--- src/rtl/bin_to_bcd_converter_if.sv ---
// bin_to_bcd_converter_if
// Handshake and data bundle for bin_to_bcd_converter.
//   start    : request a conversion (master -> converter)
//   bin_in   : WIDTH-bit unsigned operand (master -> converter)
//   busy     : conversion in progress (converter -> master)
//   done     : one-cycle pulse, new bcd_out/overflow valid (converter -> master)
//   bcd_out  : DIGITS packed BCD nibbles, units in [3:0] (converter -> master)
//   overflow : last result exceeded 10^DIGITS-1 (converter -> master)
interface bin_to_bcd_converter_if #(
  parameter int WIDTH  = 8,
  parameter int DIGITS = 3
);
  logic                  start;
  logic [WIDTH-1:0]      bin_in;
  logic                  busy;
  logic                  done;
  logic [4*DIGITS-1:0]   bcd_out;
  logic                  overflow;

  modport master (
    output start, bin_in,
    input  busy, done, bcd_out, overflow
  );

  modport slave (
    input  start, bin_in,
    output busy, done, bcd_out, overflow
  );
endinterface

--- src/rtl/bin_to_bcd_converter.sv ---
// bin_to_bcd_converter
// Sequential shift-and-add-3 (double dabble) binary to packed BCD converter,
// one input bit per clock. Feeds per-digit 7-segment decoders.
// Ports:
//   clk   : clock, rising edge
//   rst_n : asynchronous active-low reset
//   bus   : bin_to_bcd_converter_if.slave (start, bin_in, busy, done,
//           bcd_out, overflow)
// Parameters: WIDTH (1..16) input bits, DIGITS (1..5) output digits.
// Build option: define BCD_BLANK_EN to drive leading-zero digits (above
// digit 0) as 4'hF so the downstream decoders blank them.
//
// state | meaning
// IDLE  | waiting for start, busy=0
// SHIFT | one add-3/shift iteration per cycle, WIDTH cycles
// DONE  | result registered, done=1 for one cycle
module bin_to_bcd_converter #(
  parameter int WIDTH  = 8,
  parameter int DIGITS = 3
) (
  input  logic                   clk,
  input  logic                   rst_n,
  bin_to_bcd_converter_if.slave  bus
);

  localparam int CW = $clog2(WIDTH + 1);
  localparam int BW = 4 * DIGITS;

  typedef enum logic [1:0] {IDLE, SHIFT, DONE} state_t;

  state_t          state, state_nxt;
  logic [WIDTH-1:0] shreg, sh_nxt;
  logic [BW-1:0]   scratch, adj, scr_nxt, bcd_load;
  logic [BW-1:0]   bcd_r;
  logic [CW-1:0]   cnt;
  logic            ovf_acc, ovf_nxt, carry, overflow_r;
  logic            last_shift;

  assign last_shift = (cnt == CW'(1));

  // FSM state register
  always_ff @(posedge clk or negedge rst_n) begin
    if (!rst_n) state <= IDLE;
    else        state <= state_nxt;
  end

  // FSM next state and handshake outputs
  always_comb begin
    state_nxt = state;
    bus.busy  = 1'b1;
    bus.done  = 1'b0;
    case (state)
      IDLE: begin
        bus.busy = 1'b0;
        if (bus.start) state_nxt = SHIFT;
      end
      SHIFT: begin
        if (last_shift) state_nxt = DONE;
      end
      DONE: begin
        bus.done  = 1'b1;
        state_nxt = IDLE;
      end
      default: state_nxt = IDLE;
    endcase
  end

  // Add 3 to every digit >= 5 before the shift
  always_comb begin
    adj = scratch;
    for (int i = 0; i < DIGITS; i++) begin
      if (scratch[4*i +: 4] >= 4'd5) adj[4*i +: 4] = scratch[4*i +: 4] + 4'd3;
    end
  end

  // carry is the bit leaving the top digit; it marks a value >= 10^DIGITS
  assign {carry, scr_nxt, sh_nxt} = {adj, shreg, 1'b0};
  assign ovf_nxt = ovf_acc | carry;

`ifdef BCD_BLANK_EN
  function automatic logic [BW-1:0] blank_lead(input logic [BW-1:0] v);
    logic lead;
    blank_lead = v;
    lead = 1'b1;
    for (int i = DIGITS - 1; i >= 1; i--) begin
      if (lead && (v[4*i +: 4] == 4'h0)) blank_lead[4*i +: 4] = 4'hF;
      else                               lead = 1'b0;
    end
  endfunction

  assign bcd_load = blank_lead(scr_nxt);
`else
  assign bcd_load = scr_nxt;
`endif

  // Datapath; result registers load on the last shift so they are
  // visible together with done in the DONE cycle.
  always_ff @(posedge clk or negedge rst_n) begin
    if (!rst_n) begin
      shreg      <= '0;
      scratch    <= '0;
      cnt        <= '0;
      ovf_acc    <= 1'b0;
      bcd_r      <= '0;
      overflow_r <= 1'b0;
    end else begin
      case (state)
        IDLE: begin
          if (bus.start) begin
            shreg   <= bus.bin_in;
            scratch <= '0;
            ovf_acc <= 1'b0;
            cnt     <= CW'(WIDTH);
          end
        end
        SHIFT: begin
          shreg   <= sh_nxt;
          scratch <= scr_nxt;
          ovf_acc <= ovf_nxt;
          cnt     <= cnt - CW'(1);
          if (last_shift) begin
            bcd_r      <= bcd_load;
            overflow_r <= ovf_nxt;
          end
        end
        default: ;
      endcase
    end
  end

  assign bus.bcd_out  = bcd_r;
  assign bus.overflow = overflow_r;

endmodule

--- src/flat_wrapper.sv ---
// flat-port wrapper written by rule: the top's interface ports become plain ports
module bin_to_bcd_converter_flat 
#(
  parameter int WIDTH  = 8,
  parameter int DIGITS = 3
)
  (clk, rst_n, bus_start, bus_bin_in, bus_busy, bus_done, bus_bcd_out, bus_overflow);
  bin_to_bcd_converter_if #(.WIDTH(WIDTH), .DIGITS(DIGITS)) bus_i ();
  input  logic clk;
  input  logic rst_n;
  input wire logic [$bits(bus_i.start)-1:0] bus_start;
  input wire logic [$bits(bus_i.bin_in)-1:0] bus_bin_in;
  output wire logic [$bits(bus_i.busy)-1:0] bus_busy;
  output wire logic [$bits(bus_i.done)-1:0] bus_done;
  output wire logic [$bits(bus_i.bcd_out)-1:0] bus_bcd_out;
  output wire logic [$bits(bus_i.overflow)-1:0] bus_overflow;
  assign bus_i.start = bus_start;
  assign bus_i.bin_in = bus_bin_in;
  assign bus_busy = bus_i.busy;
  assign bus_done = bus_i.done;
  assign bus_bcd_out = bus_i.bcd_out;
  assign bus_overflow = bus_i.overflow;
  bin_to_bcd_converter #(.WIDTH(WIDTH), .DIGITS(DIGITS)) u_core (.clk(clk), .rst_n(rst_n), .bus(bus_i));
endmodule
--- config.mk ---
export PLATFORM = sky130hd
export DESIGN_NAME = bin_to_bcd_converter_flat
export DESIGN_NICKNAME = d
export VERILOG_FILES = /design/src/rtl/bin_to_bcd_converter_if.sv /design/src/rtl/bin_to_bcd_converter.sv /design/src/flat_wrapper.sv
export SDC_FILE = /design/constraint.sdc
export NUM_CORES = 1
export LEC_CHECK = 0
export CAP_MARGIN = 40
export CORE_UTILIZATION = 40
export DETAILED_ROUTE_END_ITERATION = 8
export HOLD_SLACK_MARGIN = 0.03
export SETUP_SLACK_MARGIN = 0.1
export SYNTH_ARGS = -nofsm -noshare
export SYNTH_HDL_FRONTEND = slang
export SYNTH_SLANG_ARGS = --single-unit
--- constraint.sdc ---
create_clock -name clk -period 2 [get_ports clk]
set_clock_uncertainty 0.2 [all_clocks]
set_input_delay 0.3 -clock clk [delete_from_list [all_inputs] [get_ports clk]]
set_output_delay 0.3 -clock clk [all_outputs]
set_load 0.01 [all_outputs]
* Yosys cells after proc, flatten, opt, wreduce, memory -nomap -nowiden *
Index checks and enable logic that the tools add are counted.
W data, S select, Z words.

operators by class
  $add $sub $neg = 4
  magnitude comparators = 3
  equality and inequality tests = 5
  muxes and demuxes = 16
  bitwise operators = 1
  reductions and logical operators = 5

operator list
  kind                   number
  $pmux W12 S2           1
  $mux W4                4
  $pmux W8 S2            1
  $add A4 B2 Y4 const B  3
  $ge A4 B3 Y1 const B   3
  $mux W12               1
  $mux W8                1
  $pmux W4 S2            1
  $reduce_and A2 Y1      3
  $eq A4 B1 Y1 const B   1
  $mux W2                2
  $pmux W2 S2            1
  $sub A4 B1 Y4 const B  1
  $mux W1                3
  $eq A2 B1 Y1 const B   1
  $eq A2 B2 Y1 const B   1
  $logic_not A2 Y1       1
  $ne A2 B1 Y1 const B   1
  $ne A2 B2 Y1 const B   1
  $pmux W1 S2            1
  $reduce_bool A2 Y1     1
  $or A1 B1 Y1           1

word-level totals
  bits in registers = 40
  bits of input ports = 11
  output and inout port bits = 15

* Logic depth before layout (Yosys ltp) *
Gate-level depths: netlist of the first run.

  depth in word-level cells = 4
  mapped depth = 7
  gate-level depth less buffers = 6

* Least setup slack after synthesis of the first run *
No wires, ideal clock.

  path kind = reg-to-reg
  start point = register u_core.cnt[1]
  end point = register u_core.bcd_r[10] (netlist: u_core.bus.bcd_out[10])
  library setup time = 0.125 ns
  arrival = 1.324 ns
  data required time = 1.675 ns
  setup slack = 0.351 ns
  stages on the path, launching flop included = 7
  cell sequence = dfrtp_1 -> inv_1 -> ha_1 -> nor3b_4 -> nand2_8 -> inv_4 -> mux2_4

on the way
  cells in the longest elaborated chain, start to end = 2

RTL lines
  element                      line                         RTL
  from (decl)                  bin_to_bcd_converter.sv:35   logic [CW-1:0] cnt;
  from (signal assigned)       bin_to_bcd_converter.sv:113  cnt <= CW'(WIDTH);
  from (signal assigned)       bin_to_bcd_converter.sv:120  cnt <= cnt - CW'(1);
  $eq A4 B1 Y1                 bin_to_bcd_converter.sv:39   assign last_shift = (cnt == CW'(1));
  $reduce_and A2 Y1 (no line)  --
  to (signal assigned)         bin_to_bcd_converter.sv:122  bcd_r <= bcd_load;
  to (decl)                    bin_to_bcd_converter.sv:34   logic [BW-1:0] bcd_r;

Every way passes these cells.
A chain may end at the register's enable or synchronous reset.

* Worst setup path after layout of the first run *
  start point = register u_core.scratch[1]
  end point = register u_core.bcd_r[2] (netlist: u_core.bus.bcd_out[2])

on the way
  cells in the longest elaborated chain, start to end = 2

RTL lines
  element                                               line                         RTL
  from (decl)                                           bin_to_bcd_converter.sv:33   logic [BW-1:0] scratch, adj, scr_nxt, bcd_load;
  from (signal assigned)                                bin_to_bcd_converter.sv:118  scratch <= scr_nxt;
  $add A4 B2 Y4 / $ge A4 B3 Y1 (equally long branches)  bin_to_bcd_converter.sv:72   if (scratch[4*i +: 4] >= 4'd5) adj[4*i +: 4] = scratch[4*i +: 4] + 4'd3;
  $mux W4 (*)                                           bin_to_bcd_converter.sv:72

Mark *: on every way between the ends. The rest lies on a longest branch, timed or not.

==> results of run 1 <==
==> stage by stage <==
step | instances | setup slack [ps] | instance area [um2] | utilization
finish | 299 | 184 | 2510 | 0.524
global route | 299 | 88.9 | 2510 | 0.524
CTS | 299 | 159 | 2490 | 0.520
detailed placement | 289 | 170 | 2380 | 0.497
global placement | 289 | 226 | 2380 | 0.497
floorplan | 196 | 351 | 2020 | -
==> power by group <==
part	total [mW]	internal, mW	switching (mW)
registers	1.49	1.17	0.317
logic	1.97	0.990	0.978
clock network	0.564	0.276	0.289
==> kinds of logic after synthesis <==
group           count (synthesis)
compound gates                 65
simple gates                   54
flops                          40
buf+inv                        18
mux                             8
fa+ha+maj                       8
xor+xnor                        3
==> metal layers <==
layer	global-route usage	part of all wire	routed length (um)
met2	0.305	0.51	2150
met5	0	0	0
met1	0.228	0.47	1980
met4	0.0654	0.012	52
met3	0.0290	0.017	71
==> worst max-delay path by stage <==
stage | depth (start not counted) | start | slack, ps | endpoint
after floorplan | 6 | u_core.cnt[1]$_DFFE_PN0P_ | 350 | u_core.bus.bcd_out[10]$_DFFE_PN0P_
after global placement | 2 | u_core.state[0]$_DFFE_PN0P_ | 230 | bus_busy
after detailed placement | 6 | u_core.scratch[0]$_DFFE_PN0P_ | 170 | u_core.bus.bcd_out[2]$_DFFE_PN0P_
after CTS | 6 | u_core.scratch[0]$_DFFE_PN0P_ | 160 | u_core.bus.bcd_out[2]$_DFFE_PN0P_
after global routing | 6 | u_core.scratch[1]$_DFFE_PN0P_ | 90 | u_core.bus.bcd_out[2]$_DFFE_PN0P_
final | 6 | u_core.scratch[1]$_DFFE_PN0P_ | 180 | u_core.bus.bcd_out[2]$_DFFE_PN0P_
==> worst reg2reg max path, cell delays in order (launching register included) <==
cell      delay (ps)
dfrtp_1          400
inv_1            120
ha_2             240
nand2b_1         100
a21oi_2          240
mux2i_2          290
mux2_4           180
==> registers in the layout, indices dropped and copies added, names as in the netlist <==
name / count
u_core.shreg: 8
u_core.state: 2
u_core.bus.bcd_out: 12
u_core.ovf_acc: 1
u_core.cnt: 4
u_core.bus.overflow: 1
u_core.scratch: 12
==> cell type report <==
| type | count | share of cell area |
|---|---|---|
| Clock buffer | 6 | 0.0329 |
| Inverter | 9 | 0.0145 |
| Tap cell | 67 | 0.0334 |
| Multi-Input combinational cell | 138 | 0.377 |
| Sequential cell | 40 | 0.400 |
| Timing Repair Buffer | 37 | 0.139 |
| Clock inverter | 2 | 0.00399 |
==> timing repair <==
action | in CTS | in global routing
setup buffers | 1 | 0
hold buffers | 1 | 0
endpoints found under the hold margin | 17 | 0
gates resized for setup | 3 | 6
pin swaps | 0 | 0
endpoints found under the setup margin | 2 | 6
==> cells in the final DEF, fill, tap and decap left out, types with 3 or more instances in the layout <==
master / netlist / routed
buf_4: 1 / 10
mux2i_2: 0 / 3
ha_2: 0 / 3
ha_1: 8 / 5
nor2b_1: 10 / 10
clkdlybuf4s50_1: 0 / 22
nand2b_1: 4 / 4
mux2_4: 4 / 4
xnor2_1: 3 / 3
nand3_1: 3 / 3
o21ai_0: 30 / 30
nor3_1: 4 / 4
clkbuf_8: 0 / 6
a22oi_1: 7 / 7
a21oi_2: 3 / 3
a22o_1: 5 / 5
dfrtp_1: 40 / 39
inv_1: 8 / 8
a21oi_1: 16 / 16
nor3b_1: 6 / 6
nand2_1: 19 / 19
==> flow_summary.json, run 1 <==
{
  "outcome": "finished clean",
  "cts-root-to-sink-buffers": 2,
  "cts.reportedPaths.clkPinSlew_ps": 80,
  "cp-end-kind": "flop",
  "gp_routability_congestion": 0.865,
  "num-nets-final": 250,
  "holdWs_ps": 282,
  "yosys_register_bits": 40,
  "synth_async_sr_flop_share": 1.00,
  "dieArea_um2": 5340,
  "path_max_fanout": 5,
  "global_route.usage.total": 0.179,
  "synth.cell_area_um2": 2020,
  "rsz0062_at_grt": "true",
  "clk-insertion-delay-late_ps": 290,
  "basic_gate_share_of_the_synthesized_area_counting_and_or_nand_and_nor_cells": 0.156,
  "synthCells": 196,
  "finalCriticalPeriod_ps": 1820,
  "drc_errors": 0,
  "worst-slew-pin-transition_ps": 460,
  "hold_path.class": "input port to async pin",
  "max_freq_ghz": 0.551,
  "initial_utilization": 0.422,
  "clockRootBuffer": "clkbuf_8",
  "hold_violations": 0,
  "r2r-start": "u_core.scratch[1]$_DFFE_PN0P_",
  "synthTopCellsByArea": "dfrtp_1 50%, o21ai_0 7.4%, ha_1 5.0%, a21oi_1 4.0%, nand2_1 3.5%",
  "tritoncts.num_buffers": 5,
  "timing.final.crit_share": 0.908,
  "lkg_pwr_nw": 1.09,
  "clock_sinks": 40,
  "cp.buffers_inverters": 1,
  "detail_route.iter0.violations": 99,
  "worst-endpoint-arrival_ps": 1850,
  "synth-edff-count": 0,
  "drive_above_1_share": 0.177,
  "vias_in_the_first_global_route": 1544,
  "crit-reg2reg-capture": "u_core.bus.bcd_out[2]$_DFFE_PN0P_",
  "ys.flop_type": "dfrtp_1",
  "seq_area_um2": 1000,
  "place.port_buffers": 25,
  "final-setup-viol-count": 0,
  "yosys-top-cells-count": "40 x dfrtp_1, 30 x o21ai_0, 19 x nand2_1",
  "filler_cell_count": 450,
  "dominant_combinational_cell_family_by_area_after_synthesis": "compound AO/OA/AOI/OAI gates",
  "critical_path.cell_chain": "inv_1 > ha_2 > nand2b_1 > a21oi_2 > mux2i_2 > mux2_4",
  "drt-wirelength-per-cell_um": 14.3,
  "synth_top_cell_area_share": 0.495,
  "detailedPlacementHpwl_um": 3000,
  "synth_warnings": 0,
  "grt_antenna_before_repair": 0,
  "synthesized_area_divided_by_synthesized_cell_count_um2": 10.3,
  "synth_largest_area_cell": "dfrtp_1",
  "insertedDiodeCount": 0,
  "post_synth_xor_area_fraction": 0.0130,
  "r2r_cells": 6,
  "first_pass_iters": 4,
  "flow.area_growth_from_synthesis_pct": 24.1,
  "synth_fa_ha_area_frac": 0.0495,
  "pwr_density_cell_nw_per_um2": 1600,
  "gr-total-overflow": 0,
  "dieWidth_um": 73.1,
  "setup-tns-final_ps": 0,
  "final_antenna_net_count": 0,
  "cp_slowest_stage_delay_ps": 400,
  "multiInputGateArea_um2": 945,
  "synth-compound-area-share": 0.189,
  "placeableCoreArea_um2": 4790,
  "netlist-cell-type-count": 33,
  "worst_path_max_delay_cell": "dfrtp_1",
  "vias_per_cell": 5.10,
  "seq_area_frac_synth": 0.495,
  "crit_path_start_kind": "flop",
  "reg2reg_setup_slack_ps": 180,
  "grt_pass1_wl_um": 7220,
  "worstSetupPathType": "flop to flop",
  "die_height_um": 73.1,
  "synth_most_common_cell": "dfrtp_1",
  "final-max-slew-violation-count": 0,
  "row_count": 25,
  "i_o_pin_cnt": 26,
  "cap_violations": 0,
  "critical_path_required_ps": 2030,
  "htreeDepth": 2,
  "synth.area.mux_share": 0.0502,
  "slew-limit-headroom": 0.694,
  "vdd_ir_drop_max_uv": 656,
  "synth_fp_nets": 215,
  "grt_start_max_net_pins": 24,
  "p_total_mw": 4.02,
  "drt_wirelength_um": 4260,
  "worst_path_dominant_cell_family": "multiplexers",
  "routed-via-count": 1525,
  "clock_tree_from_tritoncts": "yes"
}
Power figures use the tool's default switching activity.
==> run 2, diff against run 1 <==
--- a/config.mk
+++ b/config.mk
@@ -6,6 +6,7 @@
 export NUM_CORES = 1
 export LEC_CHECK = 0
 export CAP_MARGIN = 40
+export CORE_MARGIN = 1.5
 export CORE_UTILIZATION = 40
 export DETAILED_ROUTE_END_ITERATION = 8
 export HOLD_SLACK_MARGIN = 0.03
==> run 2 against run 1 <==
Core utilization decreased by 0.63 points; final cell count unchanged; power decreased by 2.6%; via count decreased by 0.26%; sequential cell count unchanged; global-route usage decreased by 1.2 points; critical endpoint is now bus_busy.
==> flow_summary.json, run 2 (synthesis gave the netlist of run 1 again) <==
{
  "num-nets-final": 250,
  "reg2reg_setup_slack_ps": 210,
  "final-setup-viol-count": 0,
  "clockRootBuffer": "clkbuf_8",
  "clock_tree_from_tritoncts": "yes",
  "placeableCoreArea_um2": 4790,
  "critical_path.cell_chain": "or2_2 > dlygate4sd2_1",
  "critical_path_required_ps": 1500,
  "cts-root-to-sink-buffers": 2,
  "holdWs_ps": 283,
  "grt_start_max_net_pins": 41,
  "grt_antenna_before_repair": 0,
  "row_count": 25,
  "most_frequent_cells_in_the_layout": "38 x dfrtp_1, 30 x o21ai_0, 22 x clkdlybuf4s50_1",
  "post-place-cells": 289,
  "tritoncts.num_buffers": 5,
  "clk-insertion-delay-late_ps": 290,
  "gp_routability_congestion": 0.769,
  "flow.area_growth_from_synthesis_pct": 22.6,
  "seq_power_share": 0.381,
  "max_freq_ghz": 0.545,
  "outcome": "finished clean",
  "setup-tns-final_ps": 0,
  "final_antenna_net_count": 0,
  "path_max_fanout": 10,
  "clock_power_share": 0.142,
  "drt_wirelength_um": 4080,
  "p_total_mw": 3.91,
  "worst-endpoint-arrival_ps": 1340,
  "worstHoldStart": "u_core.bus.bcd_out[11]$_DFFE_PN0P_",
  "timing.final.crit_share": 0.918,
  "timing.critical_path.from": "u_core.state[1]$_DFFE_PN0P_",
  "finalNonFillerCells": 299,
  "slew-limit-headroom": 0.665,
  "htreeDepth": 2,
  "vdd_ir_drop_max_uv": 626,
  "vias_per_cell": 5.09,
  "cp_slowest_stage_delay_ps": 470,
  "finalCriticalPeriod_ps": 1840,
  "rsz0062_at_grt": "false",
  "clock_sinks": 40,
  "final-max-slew-violation-count": 0,
  "lkg_pwr_nw": 1.09,
  "layout.cells.most_common": "dfrtp_1",
  "combinationalPowerShare": 0.477,
  "cts.reportedPaths.clkPinSlew_ps": 80,
  "dieWidth_um": 74.1,
  "r2r-start": "u_core.scratch[0]$_DFFE_PN0P_",
  "cp.buffers_inverters": 1,
  "drt-wirelength-per-cell_um": 13.6,
  "initial_utilization": 0.422,
  "gr-total-overflow": 0,
  "p_int_mw": 2.39,
  "insertedDiodeCount": 0,
  "worst_slack_ps": 164,
  "die_height_um": 74.1,
  "detail_route.iter0.violations": 56,
  "hold_violations": 0,
  "routed-via-count": 1521,
  "pwr_density_cell_nw_per_um2": 1580,
  "placement.setup.worst_slack_ps": 219,
  "crit_path_start_kind": "flop",
  "vias_in_the_first_global_route": 1540,
  "first_pass_iters": 4,
  "worst_path_max_delay_cell": "dfrtp_2",
  "drc_errors": 0,
  "switchingPower_mw": 1.53,
  "worst-slew-pin-transition_ps": 503,
  "power.share.switching": 0.390,
  "worstSetupPathType": "flop to output pin",
  "place.port_buffers": 25,
  "detailedPlacementHpwl_um": 2880,
  "drive_above_1_share": 0.151,
  "hold_path.class": "flop to flop",
  "global_route.usage.total": 0.167,
  "cp-end-kind": "output pin",
  "grt_pass1_wl_um": 7030,
  "cap_violations": 0,
  "worst_path_dominant_cell_family": "flip-flops",
  "dieArea_um2": 5490,
  "i_o_pin_cnt": 26
}
==> run 2: cell count changes in the layout (fill, tap and decap cells not counted) <==
cell and change:
clkinv_2 -2, buf_4 +1, ha_2 -2, ha_1 +2
mux2i_1 +3, buf_12 -1, dfrtp_2 +1, mux2i_2 -3
dfrtp_1 -1, clkbuf_1 +2
==> run 2: layer usage <==
metal	wire, um	global-route usage	share of wire
met1	1880	0.211	0.46
met2	1990	0.284	0.49
met3	184	0.0407	0.045
met4	22	0.0473	0.0054
met5	0	0	0
==> run 2: worst register-to-register path, delay by kind of cell (launching register included) <==
family,cells,cell delay (ps)
AO/OA/AOI/OAI,1,200
adder cells (fa/ha/maj),1,250
flip-flops,1,420
multiplexers,2,450
AND/OR/NAND/NOR,1,120
buffers and inverters,1,100
==> run 2: layout make-up <==
type	instances	area (um2)
multi-input combinational	138	928
fill	451	2310
inverter	9	36.3
tap	67	83.8
timing repair buffer	37	335
sequential	40	1000
clock buffer	8	90.1
==> run 2: timing repair <==
action                                  4_1_cts  5_1_grt
buffers inserted                              1        0
endpoints found under the setup margin        2        2
hold endpoints to repair                     40        0
gates resized for setup                       4        1
hold buffers                                  1        0
==> run 2: metrics by stage <==
| stage | area [um2] | util |
|---|---|---|
| 2_1_floorplan | 2020 | - |
| 3_3_place_gp | 2370 | 0.495 |
| 3_5_place_dp | 2370 | 0.495 |
| 4_1_cts | 2470 | 0.517 |
| 5_1_grt | 2480 | 0.518 |
| 6_report | 2480 | 0.518 |
==> run 2: worst paths after layout <==
path,endpoint,cells past startpoint
setup / recovery,bus_busy,2
hold / removal,u_core.bus.bcd_out[11]$_DFFE_PN0P_,2
setup reg to reg,u_core.bus.bcd_out[2]$_DFFE_PN0P_,6
hold reg to reg,u_core.bus.bcd_out[11]$_DFFE_PN0P_,2
max in group asynchronous,u_core.state[0]$_DFFE_PN0P_,3
min in group asynchronous,u_core.bus.bcd_out[5]$_DFFE_PN0P_,3
==> run 2: power groups by stage <==
stage / Sequential, mW / Combinational [mW] / Clock, mW
after floorplan: 1.48 / 1.26 / 0
after CTS: 1.49 / 1.89 / 0.572
final: 1.49 / 1.87 / 0.556
after global placement: 1.50 / 1.81 / 0
after global routing: 1.54 / 2.10 / 0.612
after detailed placement: 1.51 / 1.86 / 0
